[config.mk]
export PLATFORM = sky130hd
export DESIGN_NAME = if_id_elastic_reg_flat
export DESIGN_NICKNAME = d
export VERILOG_FILES = /design/src/rtl/if_id_elastic_reg_if.sv /design/src/rtl/if_id_elastic_reg.sv /design/src/flat_wrapper.sv
export SDC_FILE = /design/constraint.sdc
export NUM_CORES = 1
export LEC_CHECK = 0
export ABC_AREA = 0
export BUFFER_PORTS_ARGS = -buffer_cell sky130_fd_sc_hd__buf_2
export CORE_MARGIN = 4
export CORE_UTILIZATION = 39
export DETAILED_ROUTE_END_ITERATION = 10
export PLACE_DENSITY_LB_ADDON = 0.08
export SLEW_MARGIN = 10
export SYNTH_ARGS = -nofsm -noshare
export SYNTH_HDL_FRONTEND = slang
export SYNTH_SLANG_ARGS = --single-unit
export TNS_END_PERCENT = 5
[constraint.sdc]
create_clock -name clk -period 7.2 [get_ports clk]
set_input_delay 0.36 -clock clk [delete_from_list [all_inputs] [get_ports clk]]
set_output_delay 0.36 -clock clk [all_outputs]
set_load 0.02 [all_outputs]
[src/rtl/if_id_elastic_reg_if.sv]
// IF/ID handshake bundle: fetch-side entry, decode-side entry, and pipeline hold/discard controls.
// The master modport is the environment driving the register; slave is the register itself.
interface if_id_elastic_reg_if #(
   parameter int PC_W   = 32,
   parameter int INST_W = 32
);
   logic              in_valid;
   logic              in_ready;
   logic [PC_W-1:0]   in_pc4;
   logic [INST_W-1:0] in_inst;
   logic              out_valid;
   logic              out_ready;
   logic [PC_W-1:0]   out_pc4;
   logic [INST_W-1:0] out_inst;
   logic              stall;
   logic              flush;

   modport master (
      output in_valid, in_pc4, in_inst, out_ready, stall, flush,
      input  in_ready, out_valid, out_pc4, out_inst
   );

   modport slave (
      input  in_valid, in_pc4, in_inst, out_ready, stall, flush,
      output in_ready, out_valid, out_pc4, out_inst
   );
endinterface

[src/rtl/if_id_elastic_reg.sv]
// Two-entry elastic IF/ID pipeline register (main + skid) with stall, flush and a
// saturating count of cycles in which decode was ready but starved.
module if_id_elastic_reg #(
   parameter int                PC_W     = 32,
   parameter int                INST_W   = 32,
   parameter logic [INST_W-1:0] NOP_INST = INST_W'(32'h0000_0013),
   parameter int                CNT_W    = 16
) (
   input  logic               clk,
   input  logic               reset,
   if_id_elastic_reg_if.slave bus,
   output logic [CNT_W-1:0]   bubble_cnt
);

   typedef enum logic [1:0] {EMPTY, ONE, TWO} state_t;

   state_t            state, state_nxt;
   logic              in_fire, out_fire;
   logic              load_main, main_from_skid, load_skid;
   logic [PC_W-1:0]   main_pc4, skid_pc4;
   logic [INST_W-1:0] main_inst, skid_inst;

   // Handshake outputs decode the state flop only, so no path from out_ready/stall/flush.
   assign bus.in_ready  = (state != TWO);
   assign bus.out_valid = (state != EMPTY);

   assign in_fire  = bus.in_valid & bus.in_ready;
   assign out_fire = bus.out_valid & bus.out_ready & ~bus.stall;

   always_ff @(posedge clk or posedge reset) begin
      if (reset) state <= EMPTY;
      else       state <= state_nxt;
   end

   always_comb begin
      // NOTE: every signal gets a default before the case so no latch is inferred.
      state_nxt      = state;
      load_main      = 1'b0;
      main_from_skid = 1'b0;
      load_skid      = 1'b0;
      if (bus.flush) begin
         state_nxt = EMPTY;
      end else begin
         case (state)
            EMPTY: if (in_fire) begin
               load_main = 1'b1;
               state_nxt = ONE;
            end
            ONE: begin
               if (in_fire && out_fire) begin
                  load_main = 1'b1;
               end else if (in_fire) begin
                  load_skid = 1'b1;
                  state_nxt = TWO;
               end else if (out_fire) begin
                  state_nxt = EMPTY;
               end
            end
            TWO: if (out_fire) begin
               main_from_skid = 1'b1;
               state_nxt      = ONE;
            end
            default: state_nxt = EMPTY;
         endcase
      end
   end

   // NOTE: payload registers carry no reset; outputs are masked whenever out_valid is low.
   always_ff @(posedge clk) begin
      if (load_main) begin
         main_pc4  <= bus.in_pc4;
         main_inst <= bus.in_inst;
      end else if (main_from_skid) begin
         main_pc4  <= skid_pc4;
         main_inst <= skid_inst;
      end
      if (load_skid) begin
         skid_pc4  <= bus.in_pc4;
         skid_inst <= bus.in_inst;
      end
   end

   assign bus.out_pc4  = bus.out_valid ? main_pc4  : '0;
   assign bus.out_inst = bus.out_valid ? main_inst : NOP_INST;

   // Starved-decode counter survives flush; only reset clears it.
   always_ff @(posedge clk or posedge reset) begin
      if (reset) begin
         bubble_cnt <= '0;
      end else if (bus.out_ready && !bus.out_valid && !bus.stall && (bubble_cnt != '1)) begin
         bubble_cnt <= bubble_cnt + CNT_W'(1);
      end
   end

endmodule
[src/flat_wrapper.sv]
// flat-port wrapper written by rule: the top's interface ports become plain ports
module if_id_elastic_reg_flat 
#(
   parameter int                PC_W     = 32,
   parameter int                INST_W   = 32,
   parameter logic [INST_W-1:0] NOP_INST = INST_W'(32'h0000_0013),
   parameter int                CNT_W    = 16
)
  (clk, reset, bubble_cnt, bus_in_valid, bus_in_pc4, bus_in_inst, bus_out_ready, bus_stall, bus_flush, bus_in_ready, bus_out_valid, bus_out_pc4, bus_out_inst);
  if_id_elastic_reg_if #(.PC_W(PC_W), .INST_W(INST_W)) bus_i ();
  input  logic clk;
  input  logic reset;
  output logic [CNT_W-1:0] bubble_cnt;
  input wire logic [$bits(bus_i.in_valid)-1:0] bus_in_valid;
  input wire logic [$bits(bus_i.in_pc4)-1:0] bus_in_pc4;
  input wire logic [$bits(bus_i.in_inst)-1:0] bus_in_inst;
  input wire logic [$bits(bus_i.out_ready)-1:0] bus_out_ready;
  input wire logic [$bits(bus_i.stall)-1:0] bus_stall;
  input wire logic [$bits(bus_i.flush)-1:0] bus_flush;
  output wire logic [$bits(bus_i.in_ready)-1:0] bus_in_ready;
  output wire logic [$bits(bus_i.out_valid)-1:0] bus_out_valid;
  output wire logic [$bits(bus_i.out_pc4)-1:0] bus_out_pc4;
  output wire logic [$bits(bus_i.out_inst)-1:0] bus_out_inst;
  assign bus_i.in_valid = bus_in_valid;
  assign bus_i.in_pc4 = bus_in_pc4;
  assign bus_i.in_inst = bus_in_inst;
  assign bus_i.out_ready = bus_out_ready;
  assign bus_i.stall = bus_stall;
  assign bus_i.flush = bus_flush;
  assign bus_in_ready = bus_i.in_ready;
  assign bus_out_valid = bus_i.out_valid;
  assign bus_out_pc4 = bus_i.out_pc4;
  assign bus_out_inst = bus_i.out_inst;
  if_id_elastic_reg #(.PC_W(PC_W), .INST_W(INST_W), .NOP_INST(NOP_INST), .CNT_W(CNT_W)) u_core (.clk(clk), .reset(reset), .bus(bus_i), .bubble_cnt(bubble_cnt));
endmodule
==> results of run 1 <==
==> power groups by stage <==
| stage | clock, W | combinational (W) | sequential [W] |
|---|---|---|---|
| 4_1_cts | 0.000961 | 0.000256 | 0.00101 |
| 6_report | 0.000939 | 0.000249 | 0.00100 |
| 3_5_place_dp | 0 | 0.000255 | 0.00102 |
| 2_1_floorplan | 0 | 0.000139 | 0.00104 |
| 5_1_grt | 0.00100 | 0.000275 | 0.00101 |
| 3_3_place_gp | 0 | 0.000252 | 0.00102 |
==> cells in the final DEF, fill, tap and decap left out, types with 5 or more instances in the layout <==
cell type  count
buf_2        151
nand3_1        6
mux2_2        60
nor3_1         6
nand2b_1       7
nand2_1       10
mux2_1         5
bufinv_16      5
dfrtp_1       18
edfxtp_1     128
clkbuf_16     17
xor2_1        12
and2_1        61
nand4_1        5
==> critical path: stages (launching register included) <==
cell,delay [ns]
dfrtp_1,0.45
nand2b_1,0.25
a211oi_4,0.23
buf_4,0.70
mux2_2,0.42
==> worst paths after layout <==
| check | from | end |
|---|---|---|
| max | u_core.state[1] | u_core.main_inst[11] |
| min in group clk | bus_in_pc4[23] | u_core.skid_pc4[23] |
| min | reset | u_core.bubble_cnt[10] |
| max reg2reg | u_core.state[1] | u_core.main_inst[11] |
| min reg2reg | u_core.bubble_cnt[14] | u_core.bubble_cnt[14] |
| max in group asynchronous | reset | u_core.bubble_cnt[0] |
==> logic make-up after synthesis <==
group / count (synthesis) / synth area share
AND/OR/NAND/NOR: 114 / 0.116
multiplexers: 65 / 0.122
buffers and inverters: 17 / 0.0119
adder cells (fa/ha/maj): 1 / 0.00209
XOR/XNOR: 13 / 0.0190
flip-flops: 146 / 0.716
AO/OA/AOI/OAI: 11 / 0.0125
==> flip-flops by register name, indices dropped and copies added, names as in the netlist <==
name and count:
u_core.skid_inst 32, u_core.main_inst 32, u_core.bubble_cnt 16, u_core.main_pc4 32, u_core.skid_pc4 32, u_core.state 2
==> layout make-up <==
type | count | area [um^2] | area share
Tap cell | 188 | 235 | 0.0310
Sequential cell | 146 | 4290 | 0.565
Clock inverter | 12 | 188 | 0.0247
Inverter | 3 | 11.3 | 0.00148
Multi-Input combinational cell | 204 | 1650 | 0.218
Timing Repair Buffer | 154 | 778 | 0.102
Clock buffer | 20 | 437 | 0.0575
==> through the flow <==
stage	cells	worst slack (ns)	hold WS (ns)
2_1_floorplan	367	1.64	0.299
3_3_place_gp	695	4.76	0.483
3_5_place_dp	695	4.71	0.490
4_1_cts	727	4.42	0.0677
5_1_grt	727	4.67	0.110
6_report	727	4.82	0.0500
==> layer usage <==
metal	vias to the layer above	GRT usage
li1	1682	-
met1	1751	0.183
met2	104	0.231
met3	14	0.0561
met4	0	0.0595
met5	-	0
==> impl_metrics.sql, run 1 <==
INSERT INTO impl_metrics (metric_group, metric, value, unit) VALUES
('outcome', 'outcome', 'complete, no violations', ''),
('layout', 'final_util', '0.502', ''),
('floorplanning', 'boundaryPins', '152', ''),
('global_route', 'grt_antenna_before_repair', '0', ''),
('timing', 'setup_tns', '0', 'ns'),
('global_route', 'wire_length_of_the_first_global_routing_pass', '19900', 'um'),
('synth', 'synth_seq_area_share', '0.716', ''),
('placed_design', 'io_buffer_count', '151', ''),
('setup_path', 'crit_path_start_kind', 'flip-flop', ''),
('routing', 'route.final.wire_length', '12300', 'um'),
('hold_path', 'hp-class', 'input pin to asynchronous set/reset pin', ''),
('synth', 'synth_area_leader_cell', 'edfxtp_1', ''),
('routing', 'met3_length', '988', 'um'),
('layout', 'antenna-diode-count', '0', ''),
('power', 'power.leakage', '3.05', 'nW'),
('layout', 'nets', '597', ''),
('synth', 'cells_after_synth', '367', ''),
('synth', 'post-synth-top-count-cell', 'edfxtp_1', ''),
('synth', 'async_reset_ff_frac', '0.123', ''),
('layout', 'n_fill_cell', '1329', ''),
('synth', 'synth.top_cells.by_area', 'edfxtp_1 (64%), mux2_2 (11%), dfrtp_1 (7.5%)', ''),
('floorplanning', 'die_height', '132', 'um'),
('timing', 'setup-violations-final', '0', ''),
('timing', 'clock-skew-final', '0.00979', 'ns'),
('clock_tree', 'cts_buffers', '17', ''),
('setup_path', 'critPathMaxFanout', '64', ''),
('clock_tree', 'postCtsHoldBufs', '0', ''),
('setup_path', 'worst-r2r-cell-count', '4', ''),
('routing', 'highest-signal-layer', 'met4', ''),
('setup_path', 'cp-end-kind', 'flip-flop', ''),
('routing', 'drt_pass1_iterations', '4', ''),
('power', 'vdd_drop_max', '0.155', 'mV'),
('synth', 'ys_types', '34', ''),
('clock_tree', 'tritoncts_num_sinks', '146', ''),
('power', 'switchingPower', '0.000511', 'W'),
('timing', 'ratio_of_final_minimum_period_to_clock_period', '0.330', ''),
('clock_tree', 'cts_tree', 'built', ''),
('timing', 'fmax', '421', 'MHz'),
('placed_design', 'placement_stage_cell_area', '6970', 'um^2'),
('floorplanning', 'core_region_area', '15100', 'um^2'),
('placed_design', 'finalWeightedCongestion', '0.787', ''),
('power', 'power_per_cell_area', '289', 'nW/um^2'),
('global_route', 'grt_overflow', '0', ''),
('synth', 'syn-cell-area', '5990', 'um^2'),
('clock_tree', 'clock_latency', '0.42', 'ns'),
('power', 'clockPowerShare', '0.428', ''),
('routing', 'routed-wl-met2', '5870', 'um'),
('synth', 'synth_top_cells_by_count', 'edfxtp_1 (128), and2_1 (61), mux2_2 (60)', ''),
('routing', 'detail-route-antenna-nets', '0', ''),
('setup_path', 'timing.critical_path.required', '7.36', 'ns'),
('setup_path', 'r2r_setup_slack', '4.82', 'ns'),
('clock_tree', 'post-cts-setup-buffer-count', '0', ''),
('setup_path', 'worst_ep_arrival_time', '2.53', 'ns'),
('global_route', 'tot_gr_track_use', '0.147', ''),
('global_route', 'number_of_global_route_vias_before_repair', '3713', ''),
('setup_path', 'setup.worst_path.class', 'flip-flop to flip-flop', ''),
('global_route', 'largest_net_degree_at_the_start_of_global_routing', '67', ''),
('layout', 'drive_gt1_frac', '0.460', ''),
('floorplanning', 'initial_util', '0.396', ''),
('power', 'switching_share', '0.233', ''),
('timing', 'hold_violations', '0', ''),
('synth', 'top_area_cell_type_share_of_the_netlist_area', '0.641', ''),
('layout', 'layout.cell_area.non_filler', '7600', 'um^2'),
('clock_tree', 'clock-root-buffer', 'clkbuf_16', ''),
('layout', 'areaGrowthSynthToFinish', '26.8', '%'),
('routing', 'route.layer.met1.wl', '5250', 'um'),
('synth', 'ys_seq_elements', '146', ''),
('power', 'power.total', '0.00219', 'W'),
('routing', 'first_iter_violations', '195', ''),
('timing', 'slew_of_the_pin_with_the_lowest_slew_margin', '0.927', 'ns'),
('floorplanning', 'placement_rows', '45', '');
Note: power is estimated with default switching activity, not from simulation.
==> run 2, diff against run 1 <==
--- a/config.mk
+++ b/config.mk
@@ -5,7 +5,7 @@
 export SDC_FILE = /design/constraint.sdc
 export NUM_CORES = 1
 export LEC_CHECK = 0
-export ABC_AREA = 0
+export ABC_AREA = 1
 export BUFFER_PORTS_ARGS = -buffer_cell sky130_fd_sc_hd__buf_2
 export CORE_MARGIN = 4
 export CORE_UTILIZATION = 39
==> constraint.sdc (replaced) <==
create_clock -name clk -period 1.9 [get_ports clk]
set_input_delay 0.095 -clock clk [delete_from_list [all_inputs] [get_ports clk]]
set_output_delay 0.095 -clock clk [all_outputs]
set_load 0.02 [all_outputs]
==> impl_metrics.sql, run 2 <==
INSERT INTO impl_metrics (metric_group, metric, value, unit) VALUES
('outcome', 'outcome', 'complete, no violations', ''),
('clock_tree', 'clock-root-buffer', 'clkbuf_16', ''),
('floorplanning', 'boundaryPins', '152', ''),
('setup_path', 'cp-end-kind', 'output pin', ''),
('synth', 'yosys_warnings', '0', ''),
('routing', 'route.final.wire_length', '13900', 'um'),
('timing', 'hold_violations', '0', ''),
('setup_path', 'crit_path_start_kind', 'flip-flop', ''),
('floorplanning', 'placement_rows', '46', ''),
('layout', 'nets', '930', ''),
('power', 'power_per_cell_area', '971', 'nW/um^2'),
('placed_design', 'detailed_place_hpwl', '9120', 'um'),
('synth', 'ys_types', '27', ''),
('layout', 'final_cell_count_no_fill', '1085', ''),
('setup_path', 'timing.critical_path.required', '1.80', 'ns'),
('timing', 'grt_setup_unrepaired', 'true', ''),
('floorplanning', 'die-area', '18400', 'um^2'),
('clock_tree', 'clock_tree.buffer_depth', '2', ''),
('timing', 'clock-skew-final', '0.00678', 'ns'),
('setup_path', 'r2r_setup_slack', '0.16', 'ns'),
('clock_tree', 'cts.htree.levels', '4', ''),
('timing', 'setup-violations-final', '0', ''),
('synth', 'synth_seq_area_share', '0.675', ''),
('timing', 'final.hold.worst_slack', '0.0681', 'ns'),
('routing', 'drt_drc_violations_left', '0', ''),
('global_route', 'largest_net_degree_at_the_start_of_global_routing', '129', ''),
('layout', 'n_fill_cell', '1472', ''),
('timing', 'setup_tns', '0', 'ns'),
('hold_path', 'source_of_the_worst_hold_timing_path', 'bus_in_valid', ''),
('layout', 'antenna-diode-count', '0', ''),
('setup_path', 'critPathMaxFanout', '34', ''),
('timing', 'timing.slew.headroom', '0.524', ''),
('routing', 'first_iter_violations', '239', ''),
('clock_tree', 'cts_buffers', '17', ''),
('setup_path', 'regToRegEndpoint', 'u_core.skid_inst[20]', ''),
('routing', 'detail-route-antenna-nets', '0', ''),
('synth', 'ys_seq_elements', '146', ''),
('synth', 'synth.net_count', '709', ''),
('setup_path', 'regToRegStartpoint', 'u_core.state[0]', ''),
('synth', 'async_reset_ff_frac', '0.123', ''),
('timing', 'fmax', '558', 'MHz'),
('clock_tree', 'cts_tree', 'built', ''),
('clock_tree', 'clkTransAtPathRegs', '0.05', 'ns'),
('timing', 'slew_of_the_pin_with_the_lowest_slew_margin', '0.713', 'ns'),
('clock_tree', 'tritoncts_num_sinks', '146', ''),
('synth', 'avgSynthCellArea', '9.97', 'um^2'),
('synth', 'cells_after_synth', '638', ''),
('layout', 'mostFrequentLayoutCell', 'buf_2', ''),
('synth', 'synthFlopType', 'edfxtp_1', ''),
('placed_design', 'io_buffer_count', '151', ''),
('layout', 'areaGrowthSynthToFinish', '35.4', '%'),
('synth', 'post-synth-top-count-cell', 'nand2_1', ''),
('synth', 'synth.top_cells.by_area', 'edfxtp_1 (60%), nand2_1 (8.4%), inv_1 (8.3%)', ''),
('routing', 'via_per_inst', '4.34', ''),
('synth', 'syn-cell-area', '6360', 'um^2'),
('floorplanning', 'die_width', '136', 'um'),
('routing', 'route.vias.total', '4704', ''),
('synth', 'synth_area_leader_cell', 'edfxtp_1', ''),
('timing', 'ratio_of_final_minimum_period_to_clock_period', '0.943', ''),
('floorplanning', 'die_height', '136', 'um'),
('placed_design', 'dpl.cell_count', '991', ''),
('routing', 'wire_per_inst', '12.8', 'um'),
('power', 'vdd_drop_max', '0.629', 'mV'),
('layout', 'most-common-layout-cells', 'buf_2 (151), nand2_1 (141), inv_1 (140), edfxtp_1 (128), nor2_1 (79)', ''),
('synth', 'synth_enable_flop_cells', '128', ''),
('clock_tree', 'clock_latency', '0.41', 'ns'),
('synth', 'top_area_cell_type_share_of_the_netlist_area', '0.604', ''),
('global_route', 'grt_overflow', '0', ''),
('global_route', 'grt_antenna_before_repair', '0', ''),
('timing', 'finalWorstPathRequiredPeriod', '1.79', 'ns'),
('flow_run', 'timing.max_cap.violations', '0', ''),
('hold_path', 'hp-class', 'input pin to flip-flop', ''),
('setup_path', 'worst-r2r-cell-count', '6', ''),
('routing', 'drt_pass1_iterations', '4', ''),
('setup_path', 'startpoint', 'u_core.state[1]', ''),
('floorplanning', 'initial_util', '0.399', ''),
('setup_path', 'worst_ep_arrival_time', '1.70', 'ns'),
('floorplanning', 'core_region_area', '15900', 'um^2'),
('layout', 'drive_gt1_frac', '0.229', ''),
('timing', 'drv_slew', '0', ''),
('placed_design', 'finalWeightedCongestion', '0.796', ''),
('setup_path', 'worstSetupEndpoint', 'bus_out_inst[23]', ''),
('global_route', 'wire_length_of_the_first_global_routing_pass', '22200', 'um'),
('clock_tree', 'post-cts-setup-buffer-count', '0', ''),
('setup_path', 'setup.worst_path.class', 'flip-flop to output pin', ''),
('power', 'power.leakage', '4.12', 'nW'),
('global_route', 'number_of_global_route_vias_before_repair', '4525', ''),
('global_route', 'tot_gr_track_use', '0.155', ''),
('synth', 'synth_top_cells_by_count', 'nand2_1 (142), inv_1 (141), edfxtp_1 (128)', '');
[run 2: changes by cell type after synthesis, moves of 7 or more]
| cell | before | now |
|---|---|---|
| nor2_1 | 3 | 81 |
| o21ai_0 | 2 | 72 |
| mux2_2 | 60 | 0 |
| nand2b_1 | 7 | 0 |
| xor2_1 | 12 | 1 |
| clkbuf_1 | 8 | 18 |
| nand2_1 | 10 | 142 |
| and2_1 | 61 | 0 |
| inv_1 | 3 | 141 |
[run 2: repair_timing]
action | CTS | global route
hold buffers | 65 | 0
gates resized for setup | 0 | 0
setup endpoints to repair | 0 | 3
endpoints found under the hold margin | 82 | 0
[run 2: power by group]
group | switching [W] | internal, W
registers | 0.000114 | 0.00376
logic | 0.000997 | 0.000535
clock network | 0.00119 | 0.00176
total | 0.00230 | 0.00606
[run 2: logic make-up after synthesis]
family | share of synthesized area
xor gates and xnor gates | 0.00963
AOI/OAI and AO/OA | 0.0623
and+or+nand+nor | 0.152
DFF | 0.675
adders and majority gates | 0.00197
buffers and inverters | 0.0995
[run 2: how the worst min path moves through the flow]
stage | end | slack (ns) | depth (start not counted)
2_1_floorplan | u_core.bubble_cnt[0] | 0.03 | 1
3_3_place_gp | u_core.bubble_cnt[15] | 0.23 | 2
6_report | u_core.state[0] | 0.07 | 3
3_5_place_dp | u_core.bubble_cnt[15] | 0.27 | 2
5_1_grt | u_core.state[0] | 0.1 | 4
4_1_cts | u_core.state[0] | 0.05 | 4
[run 2: final cells by class]
class                   count  area [um^2]  area share
inverters                 142          533      0.0619
repair buffers            225         1520       0.177
flip-flops and latches    146         4290       0.499
multi-input cells         327         1490       0.172
clock buffers              21          440      0.0511
clock inverters             8         66.3     0.00770
well taps                 216          270      0.0314
[run 2: critical path, cell delays in order (launching register included)]
cell	delay, ns
dfrtp_1	0.46
nor2_4	0.15
buf_4	0.35
nor2_1	0.14
buf_2	0.19
[run 2: layer usage]
metal | global-route usage | up-vias | part of all wire
met5 | 0 | - | 0
met4 | 0.0577 | 0 | 0.017
met3 | 0.0412 | 20 | 0.056
met2 | 0.249 | 122 | 0.48
met1 | 0.202 | 2123 | 0.45
li1 | - | 2439 | -
[run 2: per-stage QoR]
| stage | total power [W] | worst slack, ns | utilization | cell area [um^2] |
|---|---|---|---|---|
| 4_1_cts | 0.00849 | 0.0553 | 0.540 | 8610 |
| 2_1_floorplan | 0.00484 | -0.802 | - | 6390 |
| 3_5_place_dp | 0.00540 | 0.148 | 0.468 | 7460 |
| 6_report | 0.00836 | 0.108 | 0.540 | 8610 |
| 5_1_grt | 0.00877 | -0.0103 | 0.540 | 8610 |
| 3_3_place_gp | 0.00536 | 0.199 | 0.468 | 7460 |
==> run 3, diff against run 2 <==
--- a/config.mk
+++ b/config.mk
@@ -5,11 +5,11 @@
 export SDC_FILE = /design/constraint.sdc
 export NUM_CORES = 1
 export LEC_CHECK = 0
-export ABC_AREA = 1
-export BUFFER_PORTS_ARGS = -buffer_cell sky130_fd_sc_hd__buf_2
+export CORE_ASPECT_RATIO = 0.8
 export CORE_MARGIN = 4
 export CORE_UTILIZATION = 39
 export DETAILED_ROUTE_END_ITERATION = 10
+export DONT_BUFFER_PORTS = 1
 export PLACE_DENSITY_LB_ADDON = 0.08
 export SLEW_MARGIN = 10
 export SYNTH_ARGS = -nofsm -noshare
==> impl_metrics.sql, run 3 (same netlist as run 1, synthesis figures left out) <==
INSERT INTO impl_metrics (metric_group, metric, value, unit) VALUES
('power', 'vdd_drop_max', '0.643', 'mV'),
('routing', 'via_per_inst', '5.01', ''),
('floorplanning', 'die-area', '17400', 'um^2'),
('routing', 'first_iter_violations', '170', ''),
('setup_path', 'setup.worst_path.class', 'flip-flop to output pin', ''),
('global_route', 'gr-usage-met3', '0.0650', ''),
('floorplanning', 'core_region_area', '15000', 'um^2'),
('global_route', 'grt_use_met1', '0.182', ''),
('timing', 'fmax', '549', 'MHz'),
('floorplanning', 'die_width', '147', 'um'),
('layout', 'areaGrowthSynthToFinish', '29.1', '%'),
('timing', 'final.hold.worst_slack', '0.0255', 'ns'),
('setup_path', 'regToRegStartpoint', 'u_core.state[1]', ''),
('placed_design', 'finalWeightedCongestion', '0.741', ''),
('power', 'power_per_cell_area', '999', 'nW/um^2'),
('power', 'power.leakage', '2.79', 'nW'),
('global_route', 'tot_gr_track_use', '0.146', ''),
('global_route', 'grt_overflow', '0', ''),
('layout', 'antenna-diode-count', '0', ''),
('clock_tree', 'cts.htree.levels', '4', ''),
('routing', 'detail-route-antenna-nets', '0', ''),
('timing', 'grt_setup_unrepaired', 'false', ''),
('placed_design', 'dp_worst_setup_slack', '0.0547', 'ns'),
('timing', 'slew_of_the_pin_with_the_lowest_slew_margin', '0.676', 'ns'),
('routing', 'route.final.wire_length', '12500', 'um'),
('floorplanning', 'boundaryPins', '152', ''),
('layout', 'mostFrequentLayoutCell', 'edfxtp_1', ''),
('timing', 'setup-violations-final', '0', ''),
('clock_tree', 'clock_tree.buffer_depth', '2', ''),
('floorplanning', 'initial_util', '0.399', ''),
('setup_path', 'critPathMaxFanout', '65', ''),
('clock_tree', 'clock-root-buffer', 'clkbuf_16', ''),
('clock_tree', 'clock_latency', '0.41', 'ns'),
('setup_path', 'critical-path-slowest-cell', 'dfrtp_2', ''),
('global_route', 'largest_net_degree_at_the_start_of_global_routing', '66', ''),
('layout', 'n_fill_cell', '1260', ''),
('flow_run', 'timing.max_cap.violations', '0', ''),
('setup_path', 'worst_ep_arrival_time', '1.73', 'ns'),
('layout', 'nets', '543', ''),
('routing', 'drt_pass1_iterations', '4', ''),
('hold_path', 'hp-class', 'input pin to flip-flop', ''),
('timing', 'hold_violations', '0', ''),
('outcome', 'outcome', 'complete, no violations', ''),
('setup_path', 'crit_path_start_kind', 'flip-flop', ''),
('layout', 'drive_gt1_frac', '0.265', ''),
('clock_tree', 'tritoncts_num_sinks', '146', ''),
('setup_path', 'r2r_setup_slack', '0.12', 'ns'),
('clock_tree', 'clkTransAtPathRegs', '0.06', 'ns'),
('global_route', 'number_of_global_route_vias_before_repair', '3494', ''),
('setup_path', 'cpPeakStageDelay', '0.46', 'ns'),
('clock_tree', 'cts_buffers', '17', ''),
('hold_path', 'source_of_the_worst_hold_timing_path', 'bus_stall', ''),
('timing', 'clock-skew-final', '0.00733', 'ns'),
('timing', 'layout_setup_ws', '0.0791', 'ns'),
('timing', 'drv_slew', '0', ''),
('layout', 'layout.cell_area.non_filler', '7730', 'um^2'),
('setup_path', 'worst-r2r-cell-count', '5', ''),
('timing', 'timing.slew.headroom', '0.549', ''),
('placed_design', 'detailed_place_hpwl', '7800', 'um'),
('routing', 'wire_per_inst', '18.7', 'um'),
('placed_design', 'io_buffer_count', '0', ''),
('global_route', 'wire_length_of_the_first_global_routing_pass', '19800', 'um'),
('hold_path', 'hold_path_end', 'u_core.bubble_cnt[2]', ''),
('timing', 'ratio_of_final_minimum_period_to_clock_period', '0.958', ''),
('global_route', 'grt_antenna_before_repair', '0', ''),
('global_route', 'met2_usage_grt', '0.228', ''),
('setup_path', 'timing.critical_path.required', '1.80', 'ns'),
('timing', 'setup_tns', '0', 'ns'),
('setup_path', 'cp-end-kind', 'output pin', ''),
('layout', 'most-common-layout-cells', 'edfxtp_1 (128), dlygate4sd3_1 (68), and2_1 (60), mux2_2 (60), buf_4 (24)', ''),
('floorplanning', 'placement_rows', '40', ''),
('clock_tree', 'cts_tree', 'built', ''),
('timing', 'finalWorstPathRequiredPeriod', '1.82', 'ns'),
('routing', 'drt_drc_violations_left', '0', ''),
('setup_path', 'critical_path.cell_chain', 'or2_2 > buf_12 > and2_1', ''),
('hold_path', 'min_path_cells', '4', ''),
('global_route', 'grt-busiest-layer', 'met2', ''),
('placed_design', 'placement_stage_cell_area', '6500', 'um^2'),
('setup_path', 'regToRegEndpoint', 'u_core.main_inst[20]', ''),
('routing', 'route.vias.total', '3345', ''),
('floorplanning', 'die_height', '119', 'um'),
('power', 'power.total', '0.00772', 'W');
run 3: worst max-delay path by stage:
stage                          startpoint              endpoint  slack (ns)  cells past startpoint
after global placement    u_core.state[1]   u_core.main_pc4[14]        0.09                      4
after global routing      u_core.state[0]      bus_out_inst[22]      0.0002                      3
final                     u_core.state[0]      bus_out_inst[22]        0.08                      3
after floorplan           u_core.state[1]   u_core.skid_inst[0]       -0.69                      2
after CTS                 u_core.state[0]      bus_out_inst[15]       0.009                      3
after detailed placement  u_core.state[1]  u_core.main_inst[27]        0.05                      4
run 3: metal layers:
metal | routed length, um | part of all wire
met3 | 919 | 0.073
met5 | 0 | 0
met2 | 5880 | 0.47
met4 | 149 | 0.012
met1 | 5560 | 0.44
run 3: power by group:
| group | switching [W] | internal (W) | leakage (nW) | total (W) |
|---|---|---|---|---|
| combinational | 0.000636 | 0.000439 | 1.14 | 0.00107 |
| sequential | 0.0000605 | 0.00369 | 1.40 | 0.00375 |
| clock | 0.00117 | 0.00173 | 0.243 | 0.00290 |
run 3: critical path: cells and delay by family (launching register included):
kind	cells	cell delay, ns
buffers and inverters	1	0.22
DFF	1	0.46
and+or+nand+nor	2	0.62
run 3: final cells by class:
| class | instances | area, um^2 | area share |
|---|---|---|---|
| Tap cell | 189 | 236 | 0.0306 |
| Multi-Input combinational cell | 204 | 1670 | 0.216 |
| Clock buffer | 17 | 425 | 0.0550 |
| Inverter | 3 | 11.3 | 0.00146 |
| Sequential cell | 146 | 4300 | 0.555 |
| Clock inverter | 9 | 72.6 | 0.00938 |
| Timing Repair Buffer | 100 | 1030 | 0.133 |
run 3: repair_timing:
action | 4_1_cts | 5_1_grt
gates resized for setup | 3 | 3
hold buffers | 68 | 0
setup buffers | 0 | 2
gates cloned | 0 | 1
endpoints found under the hold margin | 148 | 0
endpoints found under the setup margin | 64 | 86
pin swaps | 0 | 1
run 3: metrics by stage:
stage	utilization	cells
after floorplan	-	367
after global placement	0.433	571
after detailed placement	0.433	571
after CTS	0.512	665
after global routing	0.515	668
final	0.515	668
